==> config.mk <==
export PLATFORM = sky130hd
export DESIGN_NAME = video_stream_gen
export DESIGN_NICKNAME = d
export VERILOG_FILES = /design/src/rtl/video_stream_gen_pkg.sv /design/src/rtl/video_stream_gen_pix.sv /design/src/rtl/video_stream_gen.sv
export SDC_FILE = /design/constraint.sdc
export NUM_CORES = 1
export LEC_CHECK = 0
export BUFFER_PORTS_ARGS = -buffer_cell sky130_fd_sc_hd__buf_4
export CELL_PAD_IN_SITES_DETAIL_PLACEMENT = 0
export CELL_PAD_IN_SITES_GLOBAL_PLACEMENT = 1
export CORE_AREA = 4 4 97 99
export CTS_BUF_LIST = sky130_fd_sc_hd__clkbuf_4
export DETAILED_ROUTE_END_ITERATION = 7
export DIE_AREA = 0 0 101 103
export PLACE_DENSITY = 0.94
export RECOVER_POWER = 25
export SLEW_MARGIN = 20
export SYNTH_ARGS = -nofsm -noshare
export SYNTH_HDL_FRONTEND = slang
export SYNTH_HIERARCHICAL = 1
export SYNTH_SLANG_ARGS = --single-unit
==> constraint.sdc <==
create_clock -name m_axis_clk -period 9.86 [get_ports m_axis_clk]
set_input_delay 0.986 -clock m_axis_clk [delete_from_list [all_inputs] [get_ports m_axis_clk]]
set_output_delay 0.986 -clock m_axis_clk [all_outputs]
set_load 0.01 [all_outputs]
==> src/rtl/video_stream_gen_pkg.sv <==
// Shared types and constants for the video stream generator.
package video_pkg;

  localparam int CNT_W = 12;

  typedef enum logic [1:0] {
    IDLE   = 2'd0,
    ACTIVE = 2'd1,
    HBLANK = 2'd2,
    VBLANK = 2'd3
  } state_t;

  localparam logic [1:0] PAT_RAMP    = 2'd0;
  localparam logic [1:0] PAT_CHECKER = 2'd1;
  localparam logic [1:0] PAT_CONST   = 2'd2;
  localparam logic [1:0] PAT_MARKER  = 2'd3;

endpackage

==> src/rtl/video_stream_gen_pix.sv <==
// Combinational pixel function: maps a raster position and pattern code to a pixel.
module video_pattern_pix
  import video_pkg::*;
#(
  parameter int DATA_WIDTH = 8,
  parameter int X          = 1,
  parameter int Y          = 1,
  parameter int KERNAL     = 3
) (
  input  logic [CNT_W-1:0]      col,
  input  logic [CNT_W-1:0]      row,
  input  logic [1:0]            pattern,
  input  logic [DATA_WIDTH-1:0] const_val,
  output logic [DATA_WIDTH-1:0] pix
);

  // Top-left corner of the marker window; may be negative when the centre hugs an edge
  localparam int X0 = X - KERNAL / 2;
  localparam int Y0 = Y - KERNAL / 2;

  logic [CNT_W:0] ramp_sum;
  int             dx;
  int             dy;
  logic           in_win;

  // Select the pixel value for the requested pattern at (col,row)
  always_comb begin
    pix      = '0;
    ramp_sum = {1'b0, col} + {1'b0, row};
    dx       = int'(col) - X0;
    dy       = int'(row) - Y0;
    in_win   = (dx >= 0) && (dx < KERNAL) && (dy >= 0) && (dy < KERNAL);
    unique case (pattern)
      PAT_RAMP:    pix = DATA_WIDTH'(ramp_sum);
      PAT_CHECKER: pix = (col[3] ^ row[3]) ? '1 : '0;
      PAT_CONST:   pix = const_val;
      PAT_MARKER:  pix = in_win ? DATA_WIDTH'(dy * KERNAL + dx + 1) : '0;
      default:     pix = '0;
    endcase
  end

endmodule

==> src/rtl/video_stream_gen.sv <==
// AXI4-Stream raster test-pattern master with SOF on tuser and EOL on tlast.
// Optional macro VIDEO_STREAM_GEN_FRAME_CNT_EN adds a frame counter output
// and mixes it into the constant pattern so successive frames differ.
module video_stream_gen
  import video_pkg::*;
#(
  parameter int DATA_WIDTH = 8,
  parameter int IMG_WIDTH  = 640,
  parameter int IMG_HEIGHT = 480,
  parameter int H_BLANK    = 0,
  parameter int V_BLANK    = 16,
  parameter int X          = 1,
  parameter int Y          = 1,
  parameter int KERNAL     = 3
) (
  input  logic                  m_axis_clk,
  input  logic                  m_axis_rst,
  input  logic                  enable,
  input  logic [1:0]            pattern_sel,
  input  logic [DATA_WIDTH-1:0] const_val,
  input  logic                  m_axis_tready,
  output logic                  m_axis_tvalid,
  output logic [DATA_WIDTH-1:0] m_axis_tdata,
  output logic                  m_axis_tuser,
  output logic                  m_axis_tlast,
  output logic                  busy
`ifdef VIDEO_STREAM_GEN_FRAME_CNT_EN
  ,
  output logic [15:0]           frame_cnt
`endif
);

  localparam logic [CNT_W-1:0] LAST_COL = CNT_W'(IMG_WIDTH - 1);
  localparam logic [CNT_W-1:0] LAST_ROW = CNT_W'(IMG_HEIGHT - 1);
  localparam logic [CNT_W-1:0] H_LAST   = CNT_W'(H_BLANK - 1);
  localparam logic [CNT_W-1:0] V_LAST   = CNT_W'(V_BLANK - 1);

  state_t                state, state_n;
  logic [CNT_W-1:0]      col, row, blank_cnt;
  logic [CNT_W-1:0]      col_n, row_n, blank_n;
  logic [1:0]            pat_q, pat_n;
  logic [DATA_WIDTH-1:0] const_q, const_n;
  logic [DATA_WIDTH-1:0] pix_n;
  logic [DATA_WIDTH-1:0] frame_mask;
  logic                  start, frame_end, last_beat, active_n;

  assign busy      = (state != IDLE);
  assign last_beat = (state == ACTIVE) && m_axis_tready &&
                     (col == LAST_COL) && (row == LAST_ROW);
  assign active_n  = (state_n == ACTIVE);

`ifdef VIDEO_STREAM_GEN_FRAME_CNT_EN
  logic [15:0]            frame_cnt_n;
  logic [DATA_WIDTH+15:0] fc_ext;

  // Frame count as it will stand once this cycle's last beat (if any) is counted
  always_comb begin
    frame_cnt_n = frame_cnt + 16'(last_beat);
    fc_ext      = {{DATA_WIDTH{1'b0}}, frame_cnt_n};
    frame_mask  = fc_ext[DATA_WIDTH-1:0];
  end

  // Frame counter, bumped when the final pixel of a frame handshakes
  always_ff @(posedge m_axis_clk) begin
    if (m_axis_rst) frame_cnt <= '0;
    else            frame_cnt <= frame_cnt_n;
  end
`else
  assign frame_mask = '0;
`endif

  // Next-state, raster counters, blanking countdown and frame-start latching
  always_comb begin
    state_n   = state;
    col_n     = col;
    row_n     = row;
    blank_n   = blank_cnt;
    pat_n     = pat_q;
    const_n   = const_q;
    start     = 1'b0;
    frame_end = 1'b0;
    unique case (state)
      IDLE: start = enable;
      ACTIVE: begin
        if (m_axis_tready) begin
          if (col != LAST_COL) begin
            col_n = col + 1'b1;
          end else if (row != LAST_ROW) begin
            col_n = '0;
            row_n = row + 1'b1;
            if (H_BLANK > 0) begin
              state_n = HBLANK;
              blank_n = '0;
            end
          end else begin
            col_n = '0;
            row_n = '0;
            if (V_BLANK > 0) begin
              state_n = VBLANK;
              blank_n = '0;
            end else begin
              frame_end = 1'b1;
            end
          end
        end
      end
      HBLANK: begin
        if (blank_cnt == H_LAST) state_n = ACTIVE;
        else                     blank_n = blank_cnt + 1'b1;
      end
      VBLANK: begin
        if (blank_cnt == V_LAST) frame_end = 1'b1;
        else                     blank_n   = blank_cnt + 1'b1;
      end
      default: state_n = IDLE;
    endcase
    if (frame_end) begin
      if (enable) start   = 1'b1;
      else        state_n = IDLE;
    end
    if (start) begin
      state_n = ACTIVE;
      col_n   = '0;
      row_n   = '0;
      pat_n   = pattern_sel;
      const_n = const_val ^ frame_mask;
    end
  end

  video_pattern_pix #(
    .DATA_WIDTH (DATA_WIDTH),
    .X          (X),
    .Y          (Y),
    .KERNAL     (KERNAL)
  ) u_pix (
    .col        (col_n),
    .row        (row_n),
    .pattern    (pat_n),
    .const_val  (const_n),
    .pix        (pix_n)
  );

  // State, counters and registered stream outputs computed from the next position
  always_ff @(posedge m_axis_clk) begin
    if (m_axis_rst) begin
      state         <= IDLE;
      col           <= '0;
      row           <= '0;
      blank_cnt     <= '0;
      pat_q         <= '0;
      const_q       <= '0;
      m_axis_tvalid <= 1'b0;
      m_axis_tdata  <= '0;
      m_axis_tuser  <= 1'b0;
      m_axis_tlast  <= 1'b0;
    end else begin
      state         <= state_n;
      col           <= col_n;
      row           <= row_n;
      blank_cnt     <= blank_n;
      pat_q         <= pat_n;
      const_q       <= const_n;
      m_axis_tvalid <= active_n;
      m_axis_tdata  <= active_n ? pix_n : '0;
      m_axis_tuser  <= active_n && (col_n == '0) && (row_n == '0);
      m_axis_tlast  <= active_n && (col_n == LAST_COL);
    end
  end

endmodule

==> results of run 1 <==
final timing paths:
path	from	to	slack (ps)	cells past startpoint
setup reg to reg	state[1]	m_axis_tdata[7]	5170	15
hold / removal	const_q[5]	const_q[5]	470	2
hold reg to reg	const_q[5]	const_q[5]	470	2
setup / recovery	state[1]	m_axis_tdata[7]	5170	15
metal layers:
layer,vias to the layer above,GRT usage
met3,20,0.0521
met4,0,0.0685
met1,1915,0.284
met5,-,0
met2,137,0.370
li1,1972,-
final cells by class:
class | count | area (µm²) | area share
clock inverters | 6 | 80.1 | 0.0172
repair buffers | 30 | 180 | 0.0387
clock buffers | 10 | 75.1 | 0.0161
well taps | 108 | 135 | 0.0290
flip-flops and latches | 59 | 1180 | 0.254
multi-input cells | 430 | 2920 | 0.628
inverters | 21 | 78.8 | 0.0169
flip-flops by register name, summed over array words and instances, names as in the netlist:
name           cells
blank_cnt         12
col               12
row               12
const_q            8
m_axis_tdata       8
pat_q              2
state              2
m_axis_tlast       1
m_axis_tuser       1
m_axis_tvalid      1
placed cells by master, fill, tap and decap left out, types with 4 or more instances in the layout:
master / netlist / final
and2_1: 12 / 12
nor2_1: 45 / 45
dfxtp_1: 59 / 59
nand4_1: 20 / 20
nor3_1: 29 / 29
clkbuf_1: 15 / 12
xor2_1: 15 / 15
xnor2_1: 21 / 21
a21o_1: 4 / 4
nand2b_1: 8 / 8
and4_1: 7 / 7
nand3_1: 18 / 18
buf_4: 0 / 18
ha_1: 28 / 28
or3_1: 7 / 7
nor4_1: 14 / 14
o21ai_0: 19 / 18
a22oi_1: 6 / 6
a21oi_1: 30 / 30
nand2_1: 54 / 54
fa_1: 8 / 8
clkbuf_4: 0 / 10
a211oi_1: 8 / 8
nor2b_1: 10 / 10
a31o_2: 4 / 4
inv_1: 21 / 21
and3_1: 5 / 5
worst reg2reg max path, cell delays in order (launching register included):
cell and delay [ps]:
dfxtp_1 360, inv_1 130, ha_1 430, and3_1 370, nand4_1 520, nor3_1 340, a21oi_1 90, nor2_1 290
fa_1 520, ha_1 320, a211oi_1 370, o21ai_0 190, a31o_2 280, xnor2_1 140, o2111ai_1 100, and2_1 150
per-stage QoR:
stage,utilization,area [µm²],total power (µW)
after floorplan,-,4310,294
after global placement,0.531,4540,313
after detailed placement,0.531,4540,314
after CTS,0.549,4700,511
after global routing,0.544,4650,527
final,0.544,4650,507
power by group:
group / total, µW / switching [µW] / internal (µW)
combinational: 61.1 / 39.9 / 21.2
clock: 201 / 97.0 / 104
sequential: 246 / 1.97 / 244
cells by family (layout without fill, tap and decap cells):
kind of cell | count (synthesis) | count (layout) | synth area share
buf+inv | 45 | 67 | 0.0479
compound gates | 100 | 100 | 0.159
simple gates | 255 | 255 | 0.320
mux | 3 | 3 | 0.00726
fa+ha+maj | 36 | 36 | 0.118
flops | 59 | 59 | 0.274
xor+xnor | 36 | 36 | 0.0732
==> flow_metrics.py, run 1 <==
metrics = {
    "clocking": {
        "cts_resized": 0,
        "clk_path_buf_depth": 2,
        "post-cts-setup-buffers": 0,
        "clk_pin_slew_ps": 120,
        "clock-sinks": 59,
        "htreeDepth": 3,
        "cts_tree": "yes",
        "clk_latency_ps": 420,
        "holdBufCountCts": 0,
        "cts_buffers": 9,
        "clockRootBuffer": "clkbuf_4",
    },
    "placed_design": {
        "io_buffers": 25,
        "finalWeightedCongestion": 0.929,
        "dp_slack_ps": 5130,
        "place_hpwl_um": 8260,
        "dp_cells": 648,
    },
    "routing": {
        "wl_um": 11000,
        "drt_iter0_drc": 295,
        "wl_met3_um": 765,
        "num_vias": 4044,
        "m1WireLength_um": 4920,
        "postRouteAntennaNets": 0,
        "drc": 0,
        "maxUsedRoutingLayer": "met4",
        "wl_per_cell_um": 16.5,
        "vias_per_cell": 6.09,
        "route.met2.wl_um": 5090,
        "drt_pass1_iterations": 5,
    },
    "floorplan": {
        "die_area_um2": 10400,
        "start_util": 0.504,
        "ioPinCount": 26,
        "core_um2": 8550,
        "die_x_um": 101,
        "num_rows": 34,
        "die_h_um": 103,
    },
    "pwr": {
        "powerDensity_nw_per_um2": 109,
        "irDropWorstVdd_v": 0.0000611,
        "leakage_uw": 0.00184,
    },
    "sta": {
        "setup_tns_ps": 0,
        "clock_skew_ps": 20.1,
        "slew_headroom": 0.199,
        "worst_pin_slew_ps": 1200,
        "layout_setup_ws_ps": 5170,
        "max_freq_mhz": 213,
        "drv_slew": 0,
        "min_period_ps": 4690,
        "rsz0062_at_grt": "no",
        "setup_viol_count_final": 0,
        "timing.final.crit_share": 0.476,
        "hold_slack_ps": 472,
        "final_hold_viol_count": 0,
    },
    "cells_and_area": {
        "fillerInstances": 800,
        "final_cells": 664,
        "drive_above_1_share": 0.0917,
        "diodes": 0,
        "area_growth_pct": 7.95,
        "nNetsFinal": 601,
    },
    "logic_synthesis": {
        "synth_common_cells": "59 x dfxtp_1, 54 x nand2_1, 45 x nor2_1",
        "synth_cell_types": 70,
        "ys_ff_latch": 59,
        "synth-async-reset-ratio": 0,
        "syn-cell-area_um2": 4310,
        "syn_nets": 584,
        "ys_warn_count": 6,
        "synth.top_cell.area_share": 0.274,
        "synth_ff_type": "dfxtp_1",
        "synth_edf_count": 0,
        "yosys-top-cells-area": "dfxtp_1 27%, ha_1 8.1%, nand2_1 4.7%",
        "post_synth.cell_area_avg_um2": 8.07,
        "yosys.area.top_type": "dfxtp_1",
        "netlist_instances": 534,
        "synth_most_common_cell": "dfxtp_1",
        "synth-seq-area-share": 0.274,
    },
    "global_route": {
        "grt.overflow.total": 0,
        "grt_pass1_wl_um": 18400,
        "grt_usage": 0.221,
        "antenna_found_initial": 0,
        "grt_start_max_net_pins": 41,
        "grt_pass1_vias": 3869,
    },
    "setup_path": {
        "cp.buffers_inverters": 1,
        "critPathSlowestCell": "nand4_1",
        "arrival_ps": 5000,
        "cp_common_cell": "ha_1",
        "crit_chain": "inv_1 > ha_1 > and3_1 > nand4_1 > nor3_1 > a21oi_1 > nor2_1 > fa_1 > ha_1 > a211oi_1 > o21ai_0 > a31o_2 > xnor2_1 > o2111ai_1 > and2_1",
        "start_kind": "flop",
        "crit_required_ps": 10160,
        "worstSetupPathType": "flop to flop",
        "slowest_delay_ps": 520,
        "crit_path_max_fanout": 13,
        "worst_setup_path_end_kind": "flop",
        "crit_family": "simple AND/OR/NAND/NOR gates",
    },
    "job": {
        "cap_viol_max_count": 0,
    },
    "run_status": {
        "outcome": "complete, no violations",
    },
    "hold_path": {
        "hold_path_class": "flop to flop",
    },
}
Note: power is estimated with default switching activity, not from simulation.
==> run 2: changes to the inputs <==
--- a/config.mk
+++ b/config.mk
@@ -5,14 +5,15 @@
 export SDC_FILE = /design/constraint.sdc
 export NUM_CORES = 1
 export LEC_CHECK = 0
+export ABC_AREA = 1
 export BUFFER_PORTS_ARGS = -buffer_cell sky130_fd_sc_hd__buf_4
 export CELL_PAD_IN_SITES_DETAIL_PLACEMENT = 0
 export CELL_PAD_IN_SITES_GLOBAL_PLACEMENT = 1
-export CORE_AREA = 4 4 97 99
+export CORE_AREA = 4 4 114 116
 export CTS_BUF_LIST = sky130_fd_sc_hd__clkbuf_4
 export DETAILED_ROUTE_END_ITERATION = 7
-export DIE_AREA = 0 0 101 103
-export PLACE_DENSITY = 0.94
+export DIE_AREA = 0 0 118 120
+export PLACE_DENSITY = 0.86
 export RECOVER_POWER = 25
 export SLEW_MARGIN = 20
 export SYNTH_ARGS = -nofsm -noshare
==> constraint.sdc (replaced) <==
create_clock -name m_axis_clk -period 4.1 [get_ports m_axis_clk]
set_input_delay 0.41 -clock m_axis_clk [delete_from_list [all_inputs] [get_ports m_axis_clk]]
set_output_delay 0.41 -clock m_axis_clk [all_outputs]
set_load 0.01 [all_outputs]
==> run 2 against run 1 <==
Compared with the run above: die area is 36% higher; power grew 150%; clock skew decreased by 7.8 ps; worst hold slack worse by 190 ps; clock-buffer cell count decreased by 1; critical path type unchanged; critical endpoint unchanged; largest power group unchanged; highest routed layer unchanged.
==> flow_metrics.py, run 2 <==
metrics = {
    "sta": {
        "layout_setup_ws_ps": 457,
        "min_period_ps": 3640,
        "timing.final.crit_share": 0.889,
        "final_hold_viol_count": 0,
        "rsz0062_at_grt": "no",
        "setup_tns_ps": 0,
        "max_freq_mhz": 275,
        "worst_pin_slew_ps": 613,
        "slew_headroom": 0.590,
        "clock_skew_ps": 12.2,
        "drv_slew": 0,
        "setup_viol_count_final": 0,
    },
    "cells_and_area": {
        "final_common_cell": "nand2_1",
        "drive_above_1_share": 0.0989,
        "nNetsFinal": 846,
        "biggestRegsByFlops": "blank_cnt: 12 flops, col: 12 flops, row: 12 flops",
        "finish.instance_area_um2": 5160,
        "diodes": 0,
        "final_cell_mix": "197 x nand2_1, 126 x nor2_1, 115 x inv_1",
        "fillerInstances": 1286,
        "area_growth_pct": 7.65,
    },
    "setup_path": {
        "arrival_ps": 4010,
        "cp_common_cell": "nand2_1",
        "start_kind": "flop",
        "critPathSlowestCell": "fa_1",
        "crit_chain": "inv_1 > ha_1 > nand2_2 > inv_2 > nand2_2 > nor2_4 > nand2_1 > nand2_1 > nand2_1 > nor2_1 > fa_1 > ha_1 > or2_2 > nand3_1 > nand2_1 > nand2_1 > nand3_1 > nand3_1 > inv_1 > nor2_1",
        "crit_path_max_fanout": 15,
        "crit_required_ps": 4470,
        "worst_setup_path_end_kind": "flop",
        "slowest_delay_ps": 500,
        "worstSetupPathType": "flop to flop",
    },
    "job": {
        "cap_viol_max_count": 0,
    },
    "run_status": {
        "outcome": "complete, no violations",
    },
    "routing": {
        "drc": 0,
        "drt_iter0_drc": 340,
        "wl_um": 11700,
        "postRouteAntennaNets": 0,
        "vias_per_cell": 4.84,
        "num_vias": 4578,
        "wl_per_cell_um": 12.4,
        "drt_pass1_iterations": 7,
    },
    "clocking": {
        "clk_path_buf_depth": 2,
        "cts_buffers": 9,
        "clockRootBuffer": "clkbuf_4",
        "cts_tree": "yes",
        "htreeDepth": 3,
        "post-cts-setup-buffers": 0,
        "clk_latency_ps": 420,
        "clock-sinks": 59,
        "clk_pin_slew_ps": 100,
    },
    "logic_synthesis": {
        "synthXorXnorAreaFrac": 0.0329,
        "synthMuxAreaShare": 0,
        "synthSimpleGateAreaFrac": 0.445,
        "netlist_instances": 771,
        "ys_ff_latch": 59,
        "synth_ff_type": "dfxtp_1",
        "syn_nets": 821,
        "synth_most_common_cell": "nand2_1",
        "syn-cell-area_um2": 4790,
        "yosys-top-cells-area": "dfxtp_1 25%, nand2_1 15%, nor2_1 9.8%",
        "synth-async-reset-ratio": 0,
        "synth_fa_ha_area_frac": 0.106,
        "synth-seq-area-share": 0.246,
        "yosys.area.top_type": "dfxtp_1",
        "post_synth.cell_area_avg_um2": 6.22,
        "synth.top_cell.area_share": 0.246,
        "synth_cell_types": 35,
        "synth_common_cells": "195 x nand2_1, 125 x nor2_1, 115 x inv_1",
        "synth_compound_area_frac": 0.0548,
        "synth_edf_count": 0,
        "ys_warn_count": 6,
        "synth_top_family_by_area": "simple AND/OR/NAND/NOR gates",
    },
    "pwr": {
        "swShare": 0.316,
        "powerDensity_nw_per_um2": 242,
        "total_power_uw": 1250,
        "irDropWorstVdd_v": 0.000116,
        "pwr-share-clk": 0.311,
        "p_seq_frac": 0.486,
        "p_sw_uw": 396,
        "leakage_uw": 0.00252,
        "power_frac_comb": 0.202,
        "p_int_uw": 855,
    },
    "placed_design": {
        "dpl_cell_area_um2": 5100,
        "finalWeightedCongestion": 0.870,
        "place_hpwl_um": 9210,
        "io_buffers": 25,
        "dp_slack_ps": 457,
    },
    "global_route": {
        "grt.overflow.total": 0,
        "grt_usage": 0.173,
        "antenna_found_initial": 0,
        "grt_pass1_wl_um": 20100,
        "grt_pass1_vias": 4244,
        "grt_start_max_net_pins": 47,
    },
    "floorplan": {
        "core_um2": 11900,
        "die_x_um": 118,
        "die_area_um2": 14200,
        "die_h_um": 120,
        "num_rows": 40,
        "start_util": 0.402,
        "ioPinCount": 26,
    },
    "hold_path": {
        "hold_path_class": "primary input to flop",
    },
}
-- run 2: path summary, 6_finish.rpt --
kind | start | to | slack (ps) | depth (start not counted)
setup / recovery | state[1] | m_axis_tdata[7] | 460 | 20
hold / removal | const_val[3] | const_q[3] | 290 | 3
setup reg to reg | state[1] | m_axis_tdata[7] | 460 | 20
hold reg to reg | blank_cnt[10] | blank_cnt[10] | 490 | 2
-- run 2: cell type report --
cell class / count / area, µm² / share of cell area
Clock inverter: 5 / 46.3 / 0.00897
Multi-Input combinational cell: 575 / 3050 / 0.592
Inverter: 123 / 462 / 0.0895
Tap cell: 147 / 184 / 0.0356
Timing Repair Buffer: 28 / 165 / 0.0320
Clock buffer: 9 / 67.6 / 0.0131
Sequential cell: 59 / 1180 / 0.229
-- run 2: power by group through the flow --
stage	logic [µW]	clock network (µW)	registers (µW)
after global routing	290	427	611
after CTS	262	403	609
after floorplan	187	0	623
final	253	389	608
after global placement	262	0	621
after detailed placement	261	0	622
-- run 2: per-stage QoR --
step | hold slack [ps] | util | instances
3_5_place_dp | 479 | 0.428 | 932
6_report | 286 | 0.433 | 946
5_1_grt | 275 | 0.433 | 946
2_1_floorplan | 458 | - | 771
3_3_place_gp | 474 | 0.428 | 932
4_1_cts | 264 | 0.438 | 946
-- run 2: what timing repair did --
| action | CTS | global route |
|---|---|---|
| hold buffers | 0 | 0 |
| setup endpoints to repair | 0 | 1 |
| gates resized for setup | 0 | 1 |
-- run 2: layer usage --
metal,vias up,part of all wire,global-route usage
met3,12,0.034,0.0273
met1,2046,0.52,0.245
li1,2442,-,-
met2,78,0.43,0.270
met5,-,0,0
met4,0,0.012,0.0542
-- run 2: cell families after synthesis --
| family | Yosys count |
|---|---|
| AOI/OAI and AO/OA | 50 |
| xor gates and xnor gates | 18 |
| adders and majority gates | 36 |
| buffers and inverters | 137 |
| DFF | 59 |
| and+or+nand+nor | 471 |
-- run 2: critical path, delay by kind of cell (launching register included) --
family                     cells  cell delay, ps
DFF                            1             330
and+or+nand+nor               14            1770
adders and majority gates      3            1070
buffers and inverters          3             430
